--- config.mk ---
export PLATFORM = sky130hd
export DESIGN_NAME = mem_stage
export DESIGN_NICKNAME = d
export VERILOG_FILES = /design/src/rtl/core_pkg.sv /design/src/rtl/mem_stage_load_ext.sv /design/src/rtl/mem_stage.sv
export SDC_FILE = /design/constraint.sdc
export NUM_CORES = 1
export LEC_CHECK = 0
export ABC_AREA = 1
export BUFFER_PORTS_ARGS = -buffer_cell sky130_fd_sc_hd__buf_2
export CAP_MARGIN = 20
export CORE_MARGIN = 2
export CORE_UTILIZATION = 51
export DETAILED_ROUTE_END_ITERATION = 12
export PLACE_DENSITY = 0.9
export RECOVER_POWER = 100
export SETUP_SLACK_MARGIN = 0.15
export SLEW_MARGIN = 20
export SYNTH_ARGS = -nofsm -noshare
export SYNTH_HDL_FRONTEND = slang
export SYNTH_HIERARCHICAL = 1
export SYNTH_SLANG_ARGS = --single-unit
--- constraint.sdc ---
create_clock -name clk -period 2.4 [get_ports clk]
set_input_delay 0.12 -clock clk [delete_from_list [all_inputs] [get_ports clk]]
set_output_delay 0.12 -clock clk [all_outputs]
set_load 0.02 [all_outputs]
--- src/rtl/core_pkg.sv ---
// Shared definitions for the scalar core pipeline.
// Holds the load-type encodings produced by decode and the MEM-stage FSM states.
package core_pkg;

  localparam int unsigned LOAD_OP_W = 3;

  // Load type carried from EX; LOAD_NONE marks a non-load instruction.
  localparam logic [LOAD_OP_W-1:0] LOAD_NONE = 3'b000;
  localparam logic [LOAD_OP_W-1:0] LOAD_B    = 3'b001;
  localparam logic [LOAD_OP_W-1:0] LOAD_H    = 3'b010;
  localparam logic [LOAD_OP_W-1:0] LOAD_W    = 3'b011;
  localparam logic [LOAD_OP_W-1:0] LOAD_BU   = 3'b101;
  localparam logic [LOAD_OP_W-1:0] LOAD_HU   = 3'b110;

  // MEM stage: idle/ALU result, waiting for load data, holding load data under back-pressure.
  typedef enum logic [1:0] {
    M_IDLE = 2'd0,
    M_WAIT = 2'd1,
    M_HOLD = 2'd2
  } mem_state_e;

endpackage

--- src/rtl/mem_stage_load_ext.sv ---
// load_ext: combinational load-data extender.
// Ports:
//   raw     - 32-bit word returned by the data SRAM (or held copy)
//   load_op - load type (LOAD_* encoding)
//   addr    - low two bits of the load address (byte offset)
//   data    - extended result; unknown/word/non-load types return raw unchanged
import core_pkg::*;

module load_ext (
  input  logic [31:0]          raw,
  input  logic [LOAD_OP_W-1:0] load_op,
  input  logic [1:0]           addr,
  output logic [31:0]          data
);

  logic [7:0]  byte_sel;
  logic [15:0] half_sel;

  // Lane select: byte by full offset, halfword by offset bit 1 (misalignment ignored).
  always_comb begin
    byte_sel = raw[7:0];
    case (addr)
      2'd0:    byte_sel = raw[7:0];
      2'd1:    byte_sel = raw[15:8];
      2'd2:    byte_sel = raw[23:16];
      default: byte_sel = raw[31:24];
    endcase
    half_sel = addr[1] ? raw[31:16] : raw[15:0];
  end

  // Sign/zero extension by load type.
  always_comb begin
    data = raw;
    case (load_op)
      LOAD_B:  data = {{24{byte_sel[7]}}, byte_sel};
      LOAD_BU: data = {24'd0, byte_sel};
      LOAD_H:  data = {{16{half_sel[15]}}, half_sel};
      LOAD_HU: data = {16'd0, half_sel};
      default: data = raw;
    endcase
  end

endmodule

--- src/rtl/mem_stage.sv ---
// mem_stage: MEM pipeline stage between EX and WB (transmitter on MEM->WB valid/ready).
// Latches the EX bundle, waits for the data-SRAM response on loads, extends load data
// and presents the writeback bundle to WB. Load data that arrives while WB stalls is
// kept in a local hold register so no response is lost.
// Ports:
//   clk, rst                 - clock, synchronous active-low reset
//   ex_to_mem_*              - EX bundle in, o_mem_ready back to EX
//   data_sram_data_ok/rdata  - load response (one pulse per issued load)
//   i_wb_ready               - WB accept
//   mem_to_wb_*              - writeback bundle out
//   mem_load_pending         - valid load still waiting for data (ID load-use stall)
//   mem_fwd_valid/waddr/wdata- ID bypass, present only when MEM_FWD_EN is defined
import core_pkg::*;

module mem_stage #(
  parameter int unsigned DW = 32,
  parameter int unsigned AW = 5
) (
  input  logic                 clk,
  input  logic                 rst,
  input  logic                 ex_to_mem_valid,
  output logic                 o_mem_ready,
  input  logic [31:0]          ex_to_mem_pc,
  input  logic [31:0]          ex_to_mem_inst,
  input  logic [DW-1:0]        ex_to_mem_alu_result,
  input  logic [AW-1:0]        ex_to_mem_rf_waddr,
  input  logic                 ex_to_mem_rf_we,
  input  logic [LOAD_OP_W-1:0] ex_to_mem_load_op,
  input  logic                 data_sram_data_ok,
  input  logic [31:0]          data_sram_rdata,
  input  logic                 i_wb_ready,
  output logic                 mem_to_wb_valid,
  output logic [DW-1:0]        mem_to_wb_rf_wdata,
  output logic [AW-1:0]        mem_to_wb_rf_waddr,
  output logic                 mem_to_wb_rf_we,
  output logic [31:0]          mem_to_wb_pc,
  output logic [31:0]          mem_to_wb_inst,
  output logic                 mem_load_pending
`ifdef MEM_FWD_EN
  ,
  output logic                 mem_fwd_valid,
  output logic [AW-1:0]        mem_fwd_waddr,
  output logic [DW-1:0]        mem_fwd_wdata
`endif
);

  mem_state_e           state;
  logic                 mem_valid;
  logic [31:0]          pc_q;
  logic [31:0]          inst_q;
  logic [DW-1:0]        alu_q;
  logic [AW-1:0]        waddr_q;
  logic                 we_q;
  logic [LOAD_OP_W-1:0] op_q;
  logic [31:0]          hold_q;

  logic                 is_load;
  logic                 mem_ready_go;
  logic [31:0]          raw_data;
  logic [31:0]          ext_data;
  logic [DW-1:0]        wdata;

  // Handshake: a load can leave only once its data is here (held or arriving now).
  assign is_load      = (op_q != LOAD_NONE);
  assign mem_ready_go = !is_load || (state == M_HOLD) || data_sram_data_ok;
  assign o_mem_ready  = !mem_valid || (mem_ready_go && i_wb_ready);

  // Stage register and FSM. Accepting a new bundle always restarts the FSM, which
  // also covers leaving M_WAIT/M_HOLD; stray data_ok outside M_WAIT is dropped.
  always_ff @(posedge clk) begin
    if (!rst) begin
      state     <= M_IDLE;
      mem_valid <= 1'b0;
      pc_q      <= '0;
      inst_q    <= '0;
      alu_q     <= '0;
      waddr_q   <= '0;
      we_q      <= 1'b0;
      op_q      <= LOAD_NONE;
      hold_q    <= '0;
    end else begin
      if (o_mem_ready) begin
        mem_valid <= ex_to_mem_valid;
        state     <= (ex_to_mem_valid && (ex_to_mem_load_op != LOAD_NONE)) ? M_WAIT : M_IDLE;
      end else if ((state == M_WAIT) && data_sram_data_ok) begin
        state  <= M_HOLD;
        hold_q <= data_sram_rdata;
      end
      if (ex_to_mem_valid && o_mem_ready) begin
        pc_q    <= ex_to_mem_pc;
        inst_q  <= ex_to_mem_inst;
        alu_q   <= ex_to_mem_alu_result;
        waddr_q <= ex_to_mem_rf_waddr;
        we_q    <= ex_to_mem_rf_we;
        op_q    <= ex_to_mem_load_op;
      end
    end
  end

  assign raw_data = (state == M_HOLD) ? hold_q : data_sram_rdata;

  load_ext u_load_ext (
    .raw     (raw_data),
    .load_op (op_q),
    .addr    (alu_q[1:0]),
    .data    (ext_data)
  );

  assign wdata = is_load ? DW'(ext_data) : alu_q;

  assign mem_to_wb_valid    = mem_valid && mem_ready_go;
  assign mem_to_wb_rf_wdata = wdata;
  assign mem_to_wb_rf_waddr = mem_valid ? waddr_q : '0;
  assign mem_to_wb_rf_we    = mem_valid && we_q;
  assign mem_to_wb_pc       = pc_q;
  assign mem_to_wb_inst     = inst_q;
  assign mem_load_pending   = mem_valid && is_load && (state != M_HOLD) && !data_sram_data_ok;

`ifdef MEM_FWD_EN
  // Bypass only results that are final this cycle and target a real register.
  assign mem_fwd_valid = mem_valid && we_q && mem_ready_go && (waddr_q != '0);
  assign mem_fwd_waddr = waddr_q;
  assign mem_fwd_wdata = wdata;
`endif

endmodule

==> impl_results.md <==
* DR vias at approximately 9.5k
* Critical path required time at ~2.3 ns
* Register Area at about 2800 sq um
* H-Tree Depth at 4
* Failing checks: setup timing
* Dpl hpwl at 15500 microns
* Pwr Total at 7.42 mW
* Slowest stage delay, CP at around 0.32 ns
* Commonest non-fill, non-tap cell in the layout: nand2_1
* Arr. time, crit path at 2.34 ns
* Bufs on Longest Clock Path at 2
* Grt total ovfl at 0
* Number of global-route vias before repair at 9161
* Period utilization at 1.03
* Cell area power density at around 670 nW/um^2
* Peak supply drop at 0.641 mV
* Crit path launch type: flip-flop
* TritonCTS Sinks at 140
* Leakage power at 5.87 nW
* Warnings, synthesis at 6
* Max Freq at 406 MHz
* IO buf count at ~250
* Syn Inst Count at 1248
* Reg2reg setup slack at 0.37 ns
* DRT iter0 DRCs at between 1k and 1.5k
* Post-synth top flop: dfxtp_1
* First-pass GRT wire length at 44000 microns
* FF-to-FF path depth at 10
* Chip Height at between 100 and 150 microns
* CP most frequent cell: buf_4
* Critical path cell sequence: inv_2 -> nand2_4 -> buf_12 -> buf_16 -> a21oi_4 -> nand2_2 -> nand3_4 -> buf_4 -> nand3_1 -> nand3_2 -> nand2_1 -> o21ai_1 -> buf_4
* Final-stage net count at 1725
* FP Rows at 44
* Status: complete, but fails checks
* Starting Density at 0.521
* Worst Hold End: mem_valid
* Asr flop ratio synth at 0
* Initial DRT Pass Iterations at 8
* Final Cell Area at 11100 sq um
* Met3 usage at 0.0911
* Setup crit end kind: output pin
* Distinct cells, synth at 31
* CTS Buf Count at 17
* Synth area leader: dfxtp_1
* Min Tclk post-route at 2.46 ns
* Area growth syn-to-layout at 46.7%
* Placed cell areas at 8810 sq um
* Root Buffer: clkbuf_16
* Die area at 15800 sq um
* Grt met2 use at 0.600
* Mean post-synth cell area at approximately 6.0 sq um
* GP Congestion at 0.966
* Final setup violation count at 26
* Yosys top cell area share at 0.372
* Final Hold Viols at 0
* RSZ-0062 raised after global routing: yes
* Worst reg2reg path startpoint: state[0]
* Hold path startpoint: ex_to_mem_valid
* Most frequent cells in the layout: 361 x nand2_1, 281 x nor2_1, 162 x inv_1
* Via density at 5.36
* Cell with the largest stage delay on the worst path: dfxtp_2
* Mapped Area at 7540 sq um
* Ports at 247
* GRT Max-Usage Layer: met2
* All-Layer GR Usage at 0.348
* Met1 Use GR at 0.362
* Worst hold stages at 3
* Worst setup margin at -0.0618 ns
* Post-DRT Antenna Nets at 0
* Clock slew at reported path FFs at 0.07 ns
* CTS tree: done
* CP max FO at 7
* Layout cells sized above 1 at 0.217
* Slew margin rel. at 0.568
* Largest net degree at the start of global routing at 66
* Synthesized flop and latch total at 140
* Mapped Nets at 1390
* FILL cells at 1001
* EDFF count, synth at 0
* Ant diodes at 0
* Seq/Total Area, Yosys at 0.372
* Worst-margin pin slew at 0.648 ns
* Die X at 126 microns
* Wire length per cell at 16.3 microns
* Clk_skew at 0.0164 ns
* Final Slew Violations at 0
* Top post-synthesis cells by area: dfxtp_1 37%, nand2_1 18%, nor2_1 14%
* HP Class: primary input to flip-flop
* Multi-input logic area at 4030 sq um
* Core Area at roughly 14000 sq um
* Clk_lat worst skew at roughly 0.44 ns
* Drt total wl at 29100 microns
* WS Path Type: flip-flop to output pin
* Initial antenna violation count at 0
* Reg-to-reg endpoint: alu_q[9]
* Max_cap viols at 0
* Remaining DRCs at 0
worst max-delay path, delay by kind of cell (launching register included):
kind | cells | cell delay, ns
AOI/OAI and AO/OA | 2 | 0.27
DFF | 1 | 0.32
and+or+nand+nor | 6 | 0.61
buffers and inverters | 5 | 0.69
metrics by stage:
| stage | std cells | setup TNS [ns] | util | setup slack [ns] | hold WS (ns) |
|---|---|---|---|---|---|
| 2_1_floorplan | 1248 | 0 | - | 0.334 | 0.251 |
| 3_3_place_gp | 1618 | 0 | 0.609 | 0.242 | 0.340 |
| 3_5_place_dp | 1618 | 0 | 0.609 | 0.180 | 0.346 |
| 4_1_cts | 1771 | 0 | 0.753 | 0.0335 | 0.00154 |
| 5_1_grt | 1780 | -3.78 | 0.764 | -0.160 | 0.0127 |
| 6_report | 1780 | -0.800 | 0.764 | -0.0618 | 0.00605 |
where the power goes:
| group | internal (mW) | switching, mW | total, mW | leakage (nW) |
|---|---|---|---|---|
| Sequential | 2.50 | 0.104 | 2.60 | 1.16 |
| Clock | 1.49 | 1.22 | 2.71 | 0.294 |
| Combinational | 0.772 | 1.34 | 2.11 | 4.42 |
| Total | 4.76 | 2.66 | 7.42 | 5.87 |
cells by family (layout without fill, tap and decap cells):
group / after synthesis / after routing / share of synthesized area
AO/OA/AOI/OAI: 121 / 121 / 0.0845
buffers and inverters: 247 / 592 / 0.140
flip-flops: 140 / 140 / 0.372
AND/OR/NAND/NOR: 740 / 743 / 0.404
area by class of cell:
type	count	share of cell area
Clock inverter	15	0.0162
Sequential cell	140	0.254
Timing Repair Buffer	390	0.248
Multi-Input combinational cell	864	0.364
Tap cell	184	0.0208
Clock buffer	17	0.0385
Inverter	170	0.0582
Yosys cell counts (2+ instances only):
cell,n
buf_8,2
a21boi_0,2
or2_2,3
clkbuf_1,22
nand2_2,2
nand3_2,23
inv_1,164
o211ai_1,7
nand2_1,368
nand4_1,4
buf_1,9
buf_4,17
nor2_2,2
o21ai_0,40
nor2_1,286
buf_2,26
a21oi_1,68
o21ai_1,2
nand3_1,47
inv_2,4
dfxtp_1,140
worst max path at each step:
stage | startpoint | to | slack, ns
2_1_floorplan | state[0] | mem_to_wb_rf_wdata[22] | 0.33
3_3_place_gp | state[1] | mem_to_wb_rf_wdata[10] | 0.24
3_5_place_dp | state[1] | mem_to_wb_rf_wdata[8] | 0.18
4_1_cts | state[0] | mem_to_wb_rf_wdata[10] | 0.03
5_1_grt | state[0] | mem_to_wb_rf_wdata[15] | -0.16
6_report | state[0] | mem_to_wb_rf_wdata[7] | -0.06
what timing repair did:
item                       CTS  global route
setup buffers               11             8
gates cloned                 5             1
hold buffers               105             0
resized for setup           79            53
pin swaps                   13            13
setup endpoints to repair   32            32
hold endpoints to repair   105             0
flip-flops by register name, summed over array words and instances (netlist names):
name	cells
mem_valid	1
hold_q	32
mem_to_wb_inst	32
alu_q	32
waddr_q	5
state	2
we_q	1
op_q	3
mem_to_wb_pc	32
routing by layer:
layer  part of all wire  up-vias  wire [microns]
met4              0.076        0            2200
met5                  0        -               0
met3              0.092      193            2660
li1                   -     4427               -
met1               0.35     4248           10100
met2               0.49      680           14100
(Power assumes the default switching activity.)
